===== src/rtl/lm07_pkg.sv =====
// Shared definitions for the LM07 poll sequencer: FSM encoding, temperature
// width and the signed temperature compare used by the optional alarm.
package lm07_pkg;

  localparam int TEMP_W = 8;

  typedef enum logic [1:0] {
    ST_IDLE  = 2'd0,
    ST_START = 2'd1,
    ST_WAIT  = 2'd2,
    ST_LATCH = 2'd3
  } state_t;

  // Two's-complement "a > b" on raw temperature codes.
  function automatic logic temp_gt(input logic [TEMP_W-1:0] a,
                                   input logic [TEMP_W-1:0] b);
    return $signed(a) > $signed(b);
  endfunction

endpackage


===== src/rtl/lm07_poll_timer.sv =====
// Free-running poll divider: counts 0..POLL_DIV-1 and flags the terminal count.
module lm07_poll_timer
  import lm07_pkg::*;
#(
  parameter int POLL_DIV = 1000
) (
  input  logic clk,
  input  logic rstn,
  output logic tc
);

  localparam int CW = (POLL_DIV > 1) ? $clog2(POLL_DIV) : 1;

  logic [CW-1:0] cnt;

  assign tc = (cnt == CW'(POLL_DIV - 1));

  always_ff @(posedge clk) begin
    if (!rstn) begin
      cnt <= '0;
    end else if (tc) begin
      cnt <= '0;
    end else begin
      cnt <= cnt + CW'(1);
    end
  end

endmodule


===== src/rtl/lm07_poll_sched.sv =====
// LM07 read sequencer: periodic/host-triggered SPI reads with timeout supervision.
// Optional over-temperature alarm with hysteresis enabled by `define LM07_ALARM_EN.
module lm07_poll_sched
  import lm07_pkg::*;
#(
  parameter int POLL_DIV = 1000,
  parameter int TIMEOUT  = 256
) (
  input  logic              SYSCLK,
  input  logic              RSTN,
  input  logic              host_req,
  output logic              host_ack,
  output logic              rd_start,
  input  logic              rd_done,
  input  logic [TEMP_W-1:0] rd_data,
  output logic [TEMP_W-1:0] sample,
  output logic              sample_valid,
  output logic              sample_new,
  output logic              busy,
  output logic              timeout_err,
  input  logic              err_clr
`ifdef LM07_ALARM_EN
  ,
  input  logic [TEMP_W-1:0] thr_hi,
  input  logic [TEMP_W-1:0] thr_lo,
  output logic              alarm
`endif
);

  localparam int TW = $clog2(TIMEOUT + 1);

  state_t            state;
  logic              poll_tc;
  logic              poll_pend;
  logic              host_pend;
  logic              serve_host;
  logic [TW-1:0]     tmo_cnt;
  logic [TEMP_W-1:0] cap;
  logic              fire;
  logic              tmo_hit;

  lm07_poll_timer #(
    .POLL_DIV(POLL_DIV)
  ) u_timer (
    .clk (SYSCLK),
    .rstn(RSTN),
    .tc  (poll_tc)
  );

  assign fire    = (state == ST_IDLE) && (poll_pend || host_pend);
  assign tmo_hit = (state == ST_WAIT) && !rd_done && (tmo_cnt == TW'(TIMEOUT));

  // A request in the accept cycle re-arms its flag so it is served next.
  always_ff @(posedge SYSCLK) begin
    if (!RSTN) begin
      poll_pend <= 1'b0;
      host_pend <= 1'b0;
    end else begin
      poll_pend <= poll_tc  | (poll_pend & ~fire);
      host_pend <= host_req | (host_pend & ~fire);
    end
  end

  always_ff @(posedge SYSCLK) begin
    if (!RSTN) begin
      timeout_err <= 1'b0;
    end else if (tmo_hit) begin
      timeout_err <= 1'b1;
    end else if (err_clr) begin
      timeout_err <= 1'b0;
    end
  end

  always_ff @(posedge SYSCLK) begin
    if (state == ST_WAIT && rd_done) begin
      cap <= rd_data;
    end
  end

  always_ff @(posedge SYSCLK) begin
    if (!RSTN) begin
      state        <= ST_IDLE;
      serve_host   <= 1'b0;
      tmo_cnt      <= '0;
      rd_start     <= 1'b0;
      busy         <= 1'b0;
      host_ack     <= 1'b0;
      sample       <= '0;
      sample_valid <= 1'b0;
      sample_new   <= 1'b0;
    end else begin
      rd_start   <= 1'b0;
      host_ack   <= 1'b0;
      sample_new <= 1'b0;
      case (state)
        ST_IDLE: begin
          if (fire) begin
            serve_host <= host_pend;
            busy       <= 1'b1;
            state      <= ST_START;
          end
        end
        ST_START: begin
          rd_start <= 1'b1;
          tmo_cnt  <= TW'(1);
          state    <= ST_WAIT;
        end
        ST_WAIT: begin
          // rd_done takes priority over an expiring timeout in the same cycle
          if (rd_done) begin
            state <= ST_LATCH;
          end else if (tmo_hit) begin
            host_ack <= serve_host;
            busy     <= 1'b0;
            state    <= ST_IDLE;
          end else begin
            tmo_cnt <= tmo_cnt + TW'(1);
          end
        end
        ST_LATCH: begin
          sample       <= cap;
          sample_valid <= 1'b1;
          sample_new   <= 1'b1;
          host_ack     <= serve_host;
          busy         <= 1'b0;
          state        <= ST_IDLE;
        end
        default: state <= ST_IDLE;
      endcase
    end
  end

`ifdef LM07_ALARM_EN
  // Hysteresis: set above thr_hi, clear below thr_lo, otherwise hold.
  always_ff @(posedge SYSCLK) begin
    if (!RSTN) begin
      alarm <= 1'b0;
    end else if (state == ST_LATCH) begin
      if (temp_gt(cap, thr_hi)) begin
        alarm <= 1'b1;
      end else if (temp_gt(thr_lo, cap)) begin
        alarm <= 1'b0;
      end
    end
  end
`endif

endmodule


===== config.mk =====
export PLATFORM = sky130hd
export DESIGN_NAME = lm07_poll_sched
export DESIGN_NICKNAME = d
export VERILOG_FILES = /design/src/rtl/lm07_pkg.sv /design/src/rtl/lm07_poll_timer.sv /design/src/rtl/lm07_poll_sched.sv
export SDC_FILE = /design/constraint.sdc
export NUM_CORES = 1
export LEC_CHECK = 0
export CAP_MARGIN = 0
export CORE_ASPECT_RATIO = 1.5
export CORE_MARGIN = 4
export CORE_UTILIZATION = 52
export DETAILED_ROUTE_END_ITERATION = 10
export DONT_BUFFER_PORTS = 1
export PLACE_DENSITY = 0.77
export SLEW_MARGIN = 20
export SYNTH_ARGS = -nofsm -noshare
export SYNTH_HDL_FRONTEND = slang
export SYNTH_SLANG_ARGS = --single-unit

===== constraint.sdc =====
create_clock -name SYSCLK -period 1.61 [get_ports SYSCLK]
set_input_delay 0.322 -clock SYSCLK [delete_from_list [all_inputs] [get_ports SYSCLK]]
set_output_delay 0.322 -clock SYSCLK [all_outputs]
set_load 0.02 [all_outputs]

==> out/results.tsv, run 1 <==
metric	value	unit
stdcell_count	253	
yosys_warnings	0	
yosys_register_bits	46	
grt_pass1_vias	1441	
synthArstFlopShare	0	%
dpl_cell_area	0.002011	sq mm
drt_iter0_drc	78	
post-route-min-period	1597	ps
drtPass1Iterations	4	
synthCells	204	
fmaxAchievable	626.3	MHz
relSlewSlack	72.18	%
holdWs	110.1	ps
dp_slack	-65.91	ps
power_frac_clock	34.3	%
setup_viol	0	
dpl.hpwl	2.939	mm
ctsHoldBuffers	0	
syn-cell-area	0.001939	sq mm
die_w	57.87	microns
hold_viol	0	
cts_resized	1	
coreArea	0.003513	sq mm
io_pins	27	
ys_seq_area_share	51.61	%
p_int	0.001578	W
cts_made_buffers	5	
rsz0062_at_grt	yes	
viasPerCell	5.909	
fin_area	0.002138	sq mm
grt_use_total	18.30	%
seq_power_share	59.1	%
placed_cells	245	
sw_frac_of_total	24.91	%
io_buffers	0	
critPathKind	flip-flop to flip-flop	
clock-root-buffer	clkbuf_8	
post-route-period-util	99.17	%
n_antenna_cell	0	
setup_slack	13.36	ps
power_density	982.8	mW/mm^2
layout-drive-gt1-share	11.85	%
place_congestion	0.8514	
start_util	55.20	%
rows	26	
postRouteAntennaNets	0	
status	finished, final reports clean	
areaGrowthSynthToFinish	10.26	%
wl_per_cell	16.03	microns
skew	6.185	ps
wl	4.056	mm
htreeDepth	2	
crit_fanout	3	
setup_tns	0	ps
grt-ovfl-total	0	
p_leak	0.7165	nW
insertion_delay	300	ps
final_common_cell	dfxtp_1	
clockBufferDepth	2	
combPwrFrac	6.6	%
syn_avg_cell_area	9.507	sq um
ys_types	46	
cts_setup_buffers	0	
final_cell_mix	dfxtp_1 (38), nand2_1 (27), a21oi_1 (16), nor2_1 (13), nand3_1 (12)	
vias	1495	
ir_drop	0.0008995	V
grt_max_degree	23	
clkTransAtPathRegs	90	ps
synth_edf_count	8	
dieArea	0.004791	sq mm
hold_path.class	input port to flip-flop	
synth_ff_type	dfxtp_1	
die_height	82.80	microns
cts.sinks	46	
antenna_found_initial	0	
cap_viol_max_count	0	
syn-num-nets	220	
endpoint_kind	flip-flop	
power.switching	0.0005235	W
grt_pass1_wl	6.513	mm
report.final.slew_viol_count	0	
cp-start-kind	flip-flop	
cp.arrival	1770	ps
required	1780	ps
cts_tree	yes	
final_nets	226	
drc_errors	0	
worst_slew_pin_slew	413.8	ps
cell usage after synthesis, drive strengths merged (2+ instances only):
library cell | count | area (sq um)
nand3 | 12 | 60.06
ha | 3 | 37.54
nor4bb | 2 | 20.02
xor2 | 2 | 17.52
clkbuf | 8 | 30.03
o32ai | 2 | 17.52
dfxtp | 38 | 760.7
o31ai | 4 | 30.03
nand3b | 6 | 45.04
and2 | 3 | 18.77
a21oi | 16 | 80.08
nor2 | 13 | 48.80
edfxtp | 8 | 240.2
or3 | 4 | 25.02
mux2i | 5 | 50.05
nand4 | 3 | 18.77
o21a | 2 | 15.01
a211oi | 3 | 22.52
or4 | 3 | 22.52
nor3 | 3 | 15.01
inv | 9 | 33.78
o21ai | 5 | 25.02
nand2 | 27 | 101.4
power by group through the flow:
stage	clock [W]	combinational, W	sequential [W]
finish	0.000721	0.000140	0.00124
global route	0.000787	0.000155	0.00125
CTS	0.000734	0.000138	0.00124
detailed placement	0	0.000139	0.00127
global placement	0	0.000126	0.00127
floorplan	0	0.000105	0.00126
flip-flops by register name (all words and copies together), names as in the netlist:
register      flops
host_ack          1
tmo_cnt           9
u_timer.cnt      10
state             2
timeout_err       1
rd_start          1
sample_valid      1
sample_new        1
poll_pend         1
busy              1
serve_host        1
sample            8
host_pend         1
cap               8
metal layers:
layer | up-vias | track usage [%] | wire, microns
met5 | - | 0 | 0
met4 | 0 | 9.745 | 108
met3 | 7 | 4.644 | 157
met2 | 33 | 34.50 | 2288
met1 | 712 | 18.04 | 1502
li1 | 743 | - | -
through the flow:
stage / total power (W) / util [%]
global route: 0.002188 / 60.86
floorplan: 0.001367 / -
detailed placement: 0.001407 / 57.23
CTS: 0.002114 / 60.04
finish: 0.002101 / 60.86
global placement: 0.001392 / 57.23
logic make-up (layout without fill, tap and decap cells):
kind of cell | count (synthesis) | count (layout) | synth area share, %
compound gates | 43 | 43 | 15.16
simple gates | 85 | 85 | 23.29
xor+xnor | 3 | 3 | 1.355
flops | 46 | 46 | 51.61
mux | 5 | 5 | 2.581
buf+inv | 19 | 26 | 4.064
fa+ha+maj | 3 | 3 | 1.936
worst max-delay path, cell delays in order, from the launching register on:
cell and delay [ps]:
dfxtp_1 320, inv_1 100, ha_1 170, or4bb_1 490, nor3_4 250, o32ai_1 140
layout make-up:
cell class | count | area (sq um)
Clock buffer | 5 | 68.82
Clock inverter | 3 | 25.02
Fill cell | 298 | 1375
Inverter | 10 | 37.54
Multi-Input combinational cell | 139 | 893.4
Sequential cell | 46 | 1001
Tap cell | 42 | 52.55
Timing Repair Buffer | 8 | 60.06
path summary, 6_finish.rpt:
check	from	to	slack, ps	depth (start not counted)
worst min register to register	u_timer.cnt[0]	u_timer.cnt[0]	470	1
worst max register to register	tmo_cnt[0]	busy	10	5
worst min-delay path	rd_data[0]	cap[0]	110	0
worst max-delay path	tmo_cnt[0]	busy	10	5
(Power assumes the default switching activity.)
==> inputs of run 2 (changes only) <==
--- a/config.mk
+++ b/config.mk
@@ -5,13 +5,14 @@
 export SDC_FILE = /design/constraint.sdc
 export NUM_CORES = 1
 export LEC_CHECK = 0
+export ABC_AREA = 1
 export CAP_MARGIN = 0
 export CORE_ASPECT_RATIO = 1.5
 export CORE_MARGIN = 4
-export CORE_UTILIZATION = 52
+export CORE_UTILIZATION = 25
 export DETAILED_ROUTE_END_ITERATION = 10
 export DONT_BUFFER_PORTS = 1
-export PLACE_DENSITY = 0.77
+export PLACE_DENSITY = 0.48
 export SLEW_MARGIN = 20
 export SYNTH_ARGS = -nofsm -noshare
 export SYNTH_HDL_FRONTEND = slang
==> out/results.tsv, run 2 <==
metric	value	unit
status	finished, final reports clean	
crit_fanout	12	
hold_path.class	input port to flip-flop	
synth_top_area_share	39.51	%
p_leak	0.7843	nW
final_common_cell	nor2_1	
reg2reg_depth	10	
vias	1394	
viasPerCell	4.076	
min_from	rd_data[7]	
ys_seq_area_share	51.98	%
cts_resized	0	
critPathKind	flip-flop to flip-flop	
endpoint_kind	flip-flop	
io_pins	27	
rsz0062_at_grt	no	
cp.arrival	1630	ps
insertion_delay	300	ps
dpl_cell_area	0.002042	sq mm
ctsHoldBuffers	0	
post-route-period-util	89.03	%
crit_chain	inv_1, ha_1, nand2_1, nor2_2, nand2_2, nand2_4, nand2_4, nand3_1, nand2_1, nor2_1	
p_int	0.001625	W
clock-root-buffer	clkbuf_8	
setup_tns	0	ps
hold_path_end	cap[7]	
synth_top_area_cell	dfxtp_1	
required	1810	ps
areaGrowthSynthToFinish	10.27	%
clockBufferDepth	2	
cts_made_buffers	5	
cpMaxStageDelayCell	dfxtp_1	
io_buffers	0	
synth_edf_count	8	
cpLargestDelayFamily	simple AND/OR/NAND/NOR gates	
cts.sinks	46	
setup_viol	0	
crit_path_start	tmo_cnt[0]	
die_w	79.66	microns
power.switching	0.0006421	W
combPwrFrac	12.4	%
grt_pass1_vias	1326	
cp-start-kind	flip-flop	
cp_slowest_stage_delay	380	ps
layout-drive-gt1-share	14.05	%
syn-cell-area	0.001926	sq mm
dpl.hpwl	2.865	mm
synthCells	235	
largest_reg_flops	10	
placed_cells	334	
place_congestion	0.8382	
start_util	26.13	%
drtPass1Iterations	4	
sw_frac_of_total	28.33	%
reg_top3	u_timer.cnt x10, tmo_cnt x9	
worst_slew_pin_slew	452.0	ps
postRouteAntennaNets	0	
ys_types	27	
wl	3.786	mm
seq_power_share	58.0	%
synthTopCellsByArea	dfxtp_1 (40%), edfxtp_1 (12%), nor2_1 (8.6%), nand2_1 (8.4%), nand3_1 (3.9%)	
post-route-min-period	1433	ps
top_register	u_timer.cnt	
cts_tree	yes	
syn-num-nets	251	
clkTransAtPathRegs	80	ps
final_nets	257	
synthArstFlopShare	0	%
hold_path_depth	0	
cp_num_cells	10	
final_cell_mix	nor2_1 (44), nand2_1 (43), dfxtp_1 (38), inv_1 (19), nand3_1 (15)	
fin_area	0.002123	sq mm
cap_viol_max_count	0	
crit_buf_inv	1	
relSlewSlack	69.87	%
rr_endpoint	tmo_cnt[8]	
die_height	115.5	microns
rows	38	
synth_most_common_cell	nor2_1	
power_density	1068	mW/mm^2
drc_errors	0	
wl_per_cell	11.07	microns
synth_ff_type	dfxtp_1	
grt-ovfl-total	0	
antenna_found_initial	0	
yosys_warnings	0	
stdcell_count	342	
syn_avg_cell_area	8.194	sq um
htreeDepth	2	
grt_use_total	8.795	%
yosys_register_bits	46	
power_frac_clock	29.6	%
fmaxAchievable	697.7	MHz
coreArea	0.007370	sq mm
dieArea	0.009200	sq mm
yosys-top-cells-count	nor2_1 (44), nand2_1 (43), dfxtp_1 (38)	
drt_iter0_drc	34	
report.final.slew_viol_count	0	
n_antenna_cell	0	
hold_viol	0	
cts_setup_buffers	0	
grt_max_degree	14	
rr_startpoint	tmo_cnt[0]	
skew	8.635	ps
grt_pass1_wl	6.196	mm
rrSetupSlack	180	ps
ir_drop	0.0003664	V
run 2: cell types whose count changed after synthesis, sizes merged, moves of 4 or more:
cell	delta
clkbuf	-6
inv	+16
mux2i	-5
nand2	+23
nand3b	-6
nor2	+35
nor3b	+4
o21ai	+6
o31ai	-4
or3	-4
run 2: logic make-up (layout without fill, tap and decap cells):
family | after synthesis | count (layout) | synth area share, %
AOI/OAI and AO/OA | 31 | 31 | 9.357
DFF | 46 | 46 | 51.98
adders and majority gates | 3 | 3 | 1.950
and+or+nand+nor | 125 | 125 | 30.02
buffers and inverters | 30 | 37 | 6.692
run 2: worst max-delay path by stage:
stage	slack, ps	end
after floorplan	270	tmo_cnt[4]
after global placement	170	tmo_cnt[8]
after detailed placement	170	tmo_cnt[8]
after CTS	160	tmo_cnt[8]
after global routing	30	tmo_cnt[7]
final	180	tmo_cnt[8]
run 2: metrics by stage:
stage	utilization (%)	hold WS, ps	total power, W	worst slack [ps]
after CTS	28.81	103.4	0.002323	156.3
after global placement	27.71	420.9	0.001634	171.9
after detailed placement	27.71	420.9	0.001633	170.4
final	28.81	118.8	0.002267	176.7
after global routing	28.81	95.38	0.002404	25.01
after floorplan	-	417.6	0.001599	272.3
run 2: layout make-up:
class / count / area (sq um)
tap: 100 / 125.1
clock inverter: 2 / 8.758
sequential: 46 / 1001
multi-input combinational: 159 / 795.8
fill: 794 / 5246
clock buffer: 6 / 72.57
inverter: 26 / 97.59
timing repair buffer: 3 / 22.52
run 2: metal layers:
layer	global-route usage, %	part of all wire [%]	up-vias
li1	-	-	759
met1	9.100	41	611
met2	15.78	53	17
met3	3.188	4.8	7
met4	3.784	1.5	0
met5	0	0	-
run 2: power groups by stage:
stage                     sequential, W  combinational, W  clock (W)
after global placement          0.00135          0.000288          0
after floorplan                 0.00133          0.000269          0
after CTS                       0.00132          0.000288   0.000717
final                           0.00132          0.000281   0.000670
after global routing            0.00133          0.000327   0.000750
after detailed placement        0.00135          0.000287          0
==> inputs of run 3 (changes only) <==
--- a/config.mk
+++ b/config.mk
@@ -6,13 +6,14 @@
 export NUM_CORES = 1
 export LEC_CHECK = 0
 export ABC_AREA = 1
+export BUFFER_PORTS_ARGS = -buffer_cell sky130_fd_sc_hd__buf_2
 export CAP_MARGIN = 0
 export CORE_ASPECT_RATIO = 1.5
 export CORE_MARGIN = 4
 export CORE_UTILIZATION = 25
 export DETAILED_ROUTE_END_ITERATION = 10
-export DONT_BUFFER_PORTS = 1
-export PLACE_DENSITY = 0.48
+export PLACE_DENSITY = 0.51
+export SETUP_SLACK_MARGIN = 0.5
 export SLEW_MARGIN = 20
 export SYNTH_ARGS = -nofsm -noshare
 export SYNTH_HDL_FRONTEND = slang
==> constraint.sdc (replaced) <==
create_clock -name SYSCLK -period 1.61 [get_ports SYSCLK]
set_input_delay 0.2415 -clock SYSCLK [delete_from_list [all_inputs] [get_ports SYSCLK]]
set_output_delay 0.2415 -clock SYSCLK [all_outputs]
set_load 0.02 [all_outputs]
==> out/results.tsv, run 3 (synthesis gave the netlist of run 2 again) <==
metric	value	unit
rrSetupSlack	280	ps
reg2reg_depth	10	
status	finished, final reports clean	
ir_drop	0.0004326	V
vias	1672	
grt_pass1_wl	7.389	mm
wl_per_cell	11.97	microns
drt_iter0_drc	90	
n_antenna_cell	0	
hold_path_depth	1	
n_fill_cell	772	
cts_made_buffers	5	
p_leak	1.121	nW
power_density	914.6	mW/mm^2
hold_viol	0	
clock-root-buffer	clkbuf_8	
coreArea	0.007370	sq mm
crit_path_frequent_cell	buf_4	
fin_area	0.002738	sq mm
final_nets	304	
post-route-min-period	1328	ps
crit_buf_inv	3	
grt-ovfl-total	0	
largest_reg_flops	10	
areaGrowthSynthToFinish	42.17	%
cap_viol_max_count	0	
relSlewSlack	67.51	%
postLayoutCoreUtil	37.15	%
dieArea	0.009200	sq mm
cts.sinks	46	
cp_slowest_stage_delay	350	ps
drtPass1Iterations	4	
layout-drive-gt1-share	48.10	%
critPathKind	flip-flop to flip-flop	
grt_max_degree	15	
rows	38	
hold_path_end	cap[0]	
reg_top3	u_timer.cnt x10, tmo_cnt x9	
final_common_cell	nor2_1	
crit_chain	buf_4, nand2_2, nor2_4, buf_4, buf_4, nand3_1, nand2_1, nor2_1, nand2_2, a21oi_2	
grt_pass1_vias	1597	
worst_slew_pin_slew	487.4	ps
skew	10.99	ps
antenna_found_initial	0	
cp-start-kind	flip-flop	
rr_endpoint	tmo_cnt[5]	
die_height	115.5	microns
report.final.slew_viol_count	0	
min_from	rd_data[0]	
grt_use_total	10.32	%
io_buffers	26	
top_register	u_timer.cnt	
rsz0062_at_grt	yes	
cts_tree	yes	
postRouteAntennaNets	0	
dpl.hpwl	3.020	mm
cpMaxStageDelayCell	dfxtp_2	
required	1850	ps
viasPerCell	4.298	
place_congestion	0.7944	
wl	4.656	mm
clkTransAtPathRegs	90	ps
cp.arrival	1570	ps
setup_viol	0	
fmaxAchievable	752.9	MHz
endpoint_kind	flip-flop	
cpLargestDelayFamily	simple AND/OR/NAND/NOR gates	
crit_fanout	3	
post-route-period-util	82.49	%
final_cell_mix	nor2_1 (36), nand2_1 (33), dfxtp_1 (27), buf_2 (23), buf_4 (23)	
rr_startpoint	tmo_cnt[0]	
htreeDepth	2	
die_w	79.66	microns
clockBufferDepth	2	
io_pins	27	
setup_tns	0	ps
ctsHoldBuffers	0	
start_util	26.13	%
drc_errors	0	
hold_path.class	input port to flip-flop	
dpl_cell_area	0.002210	sq mm
insertion_delay	300	ps
==> run 3: cell types whose count changed in the layout (fill, tap and decap cells not counted), moves of 8 or more <==
cell | previous run | this run
nand2_1 | 43 | 33
buf_2 | 0 | 23
nor2_1 | 44 | 36
buf_4 | 3 | 23
dfxtp_1 | 38 | 27
dfxtp_2 | 0 | 9
==> run 3: worst max path at each step <==
stage                     from         end  slack (ps)  cells past startpoint
floorplan           tmo_cnt[0]  tmo_cnt[2]         310                     10
global placement    tmo_cnt[1]  tmo_cnt[7]         280                     10
detailed placement  tmo_cnt[1]  tmo_cnt[7]         260                     10
CTS                 tmo_cnt[0]  tmo_cnt[4]         310                      9
global route        tmo_cnt[2]  tmo_cnt[8]         200                      7
finish              tmo_cnt[0]  tmo_cnt[5]         280                     10
==> run 3: routing by layer <==
layer,track usage [%],part of all wire [%]
met2,18.63,56
met3,2.333,2.3
met1,11.75,41
met5,0,0
met4,3.784,1.1
==> run 3: repair_timing <==
item / 4_1_cts / 5_1_grt
pin swaps: 11 / 19
buffers inserted: 10 / 7
gates cloned: 3 / 0
setup endpoints to repair: 32 / 42
resized for setup: 33 / 41
==> run 3: report_power, final <==
group | switching [W] | total (W) | internal [W]
clock network | 0.000400 | 0.000707 | 0.000307
registers | 0.0000468 | 0.00129 | 0.00124
logic | 0.000322 | 0.000509 | 0.000187
total | 0.000769 | 0.00250 | 0.00174
==> run 3: layout make-up <==
type	instances	area (sq um)	share of cell area, %
timing repair buffer	47	299.0	10.92
clock buffer	6	72.57	2.651
inverter	26	103.9	3.793
clock inverter	2	13.76	0.5027
multi-input combinational	162	1104	40.31
sequential	46	1020	37.25
tap	100	125.1	4.570
==> run 3: through the flow <==
step | hold slack (ps) | power, W | worst slack [ps] | std cells
after floorplan | 340.4 | 0.001608 | 314.3 | 235
after global placement | 421.0 | 0.001680 | 282.6 | 361
after detailed placement | 425.7 | 0.001684 | 258.1 | 361
after CTS | 110.6 | 0.002496 | 305.3 | 382
after global routing | 97.63 | 0.002644 | 196.4 | 389
final | 117.5 | 0.002504 | 281.9 | 389
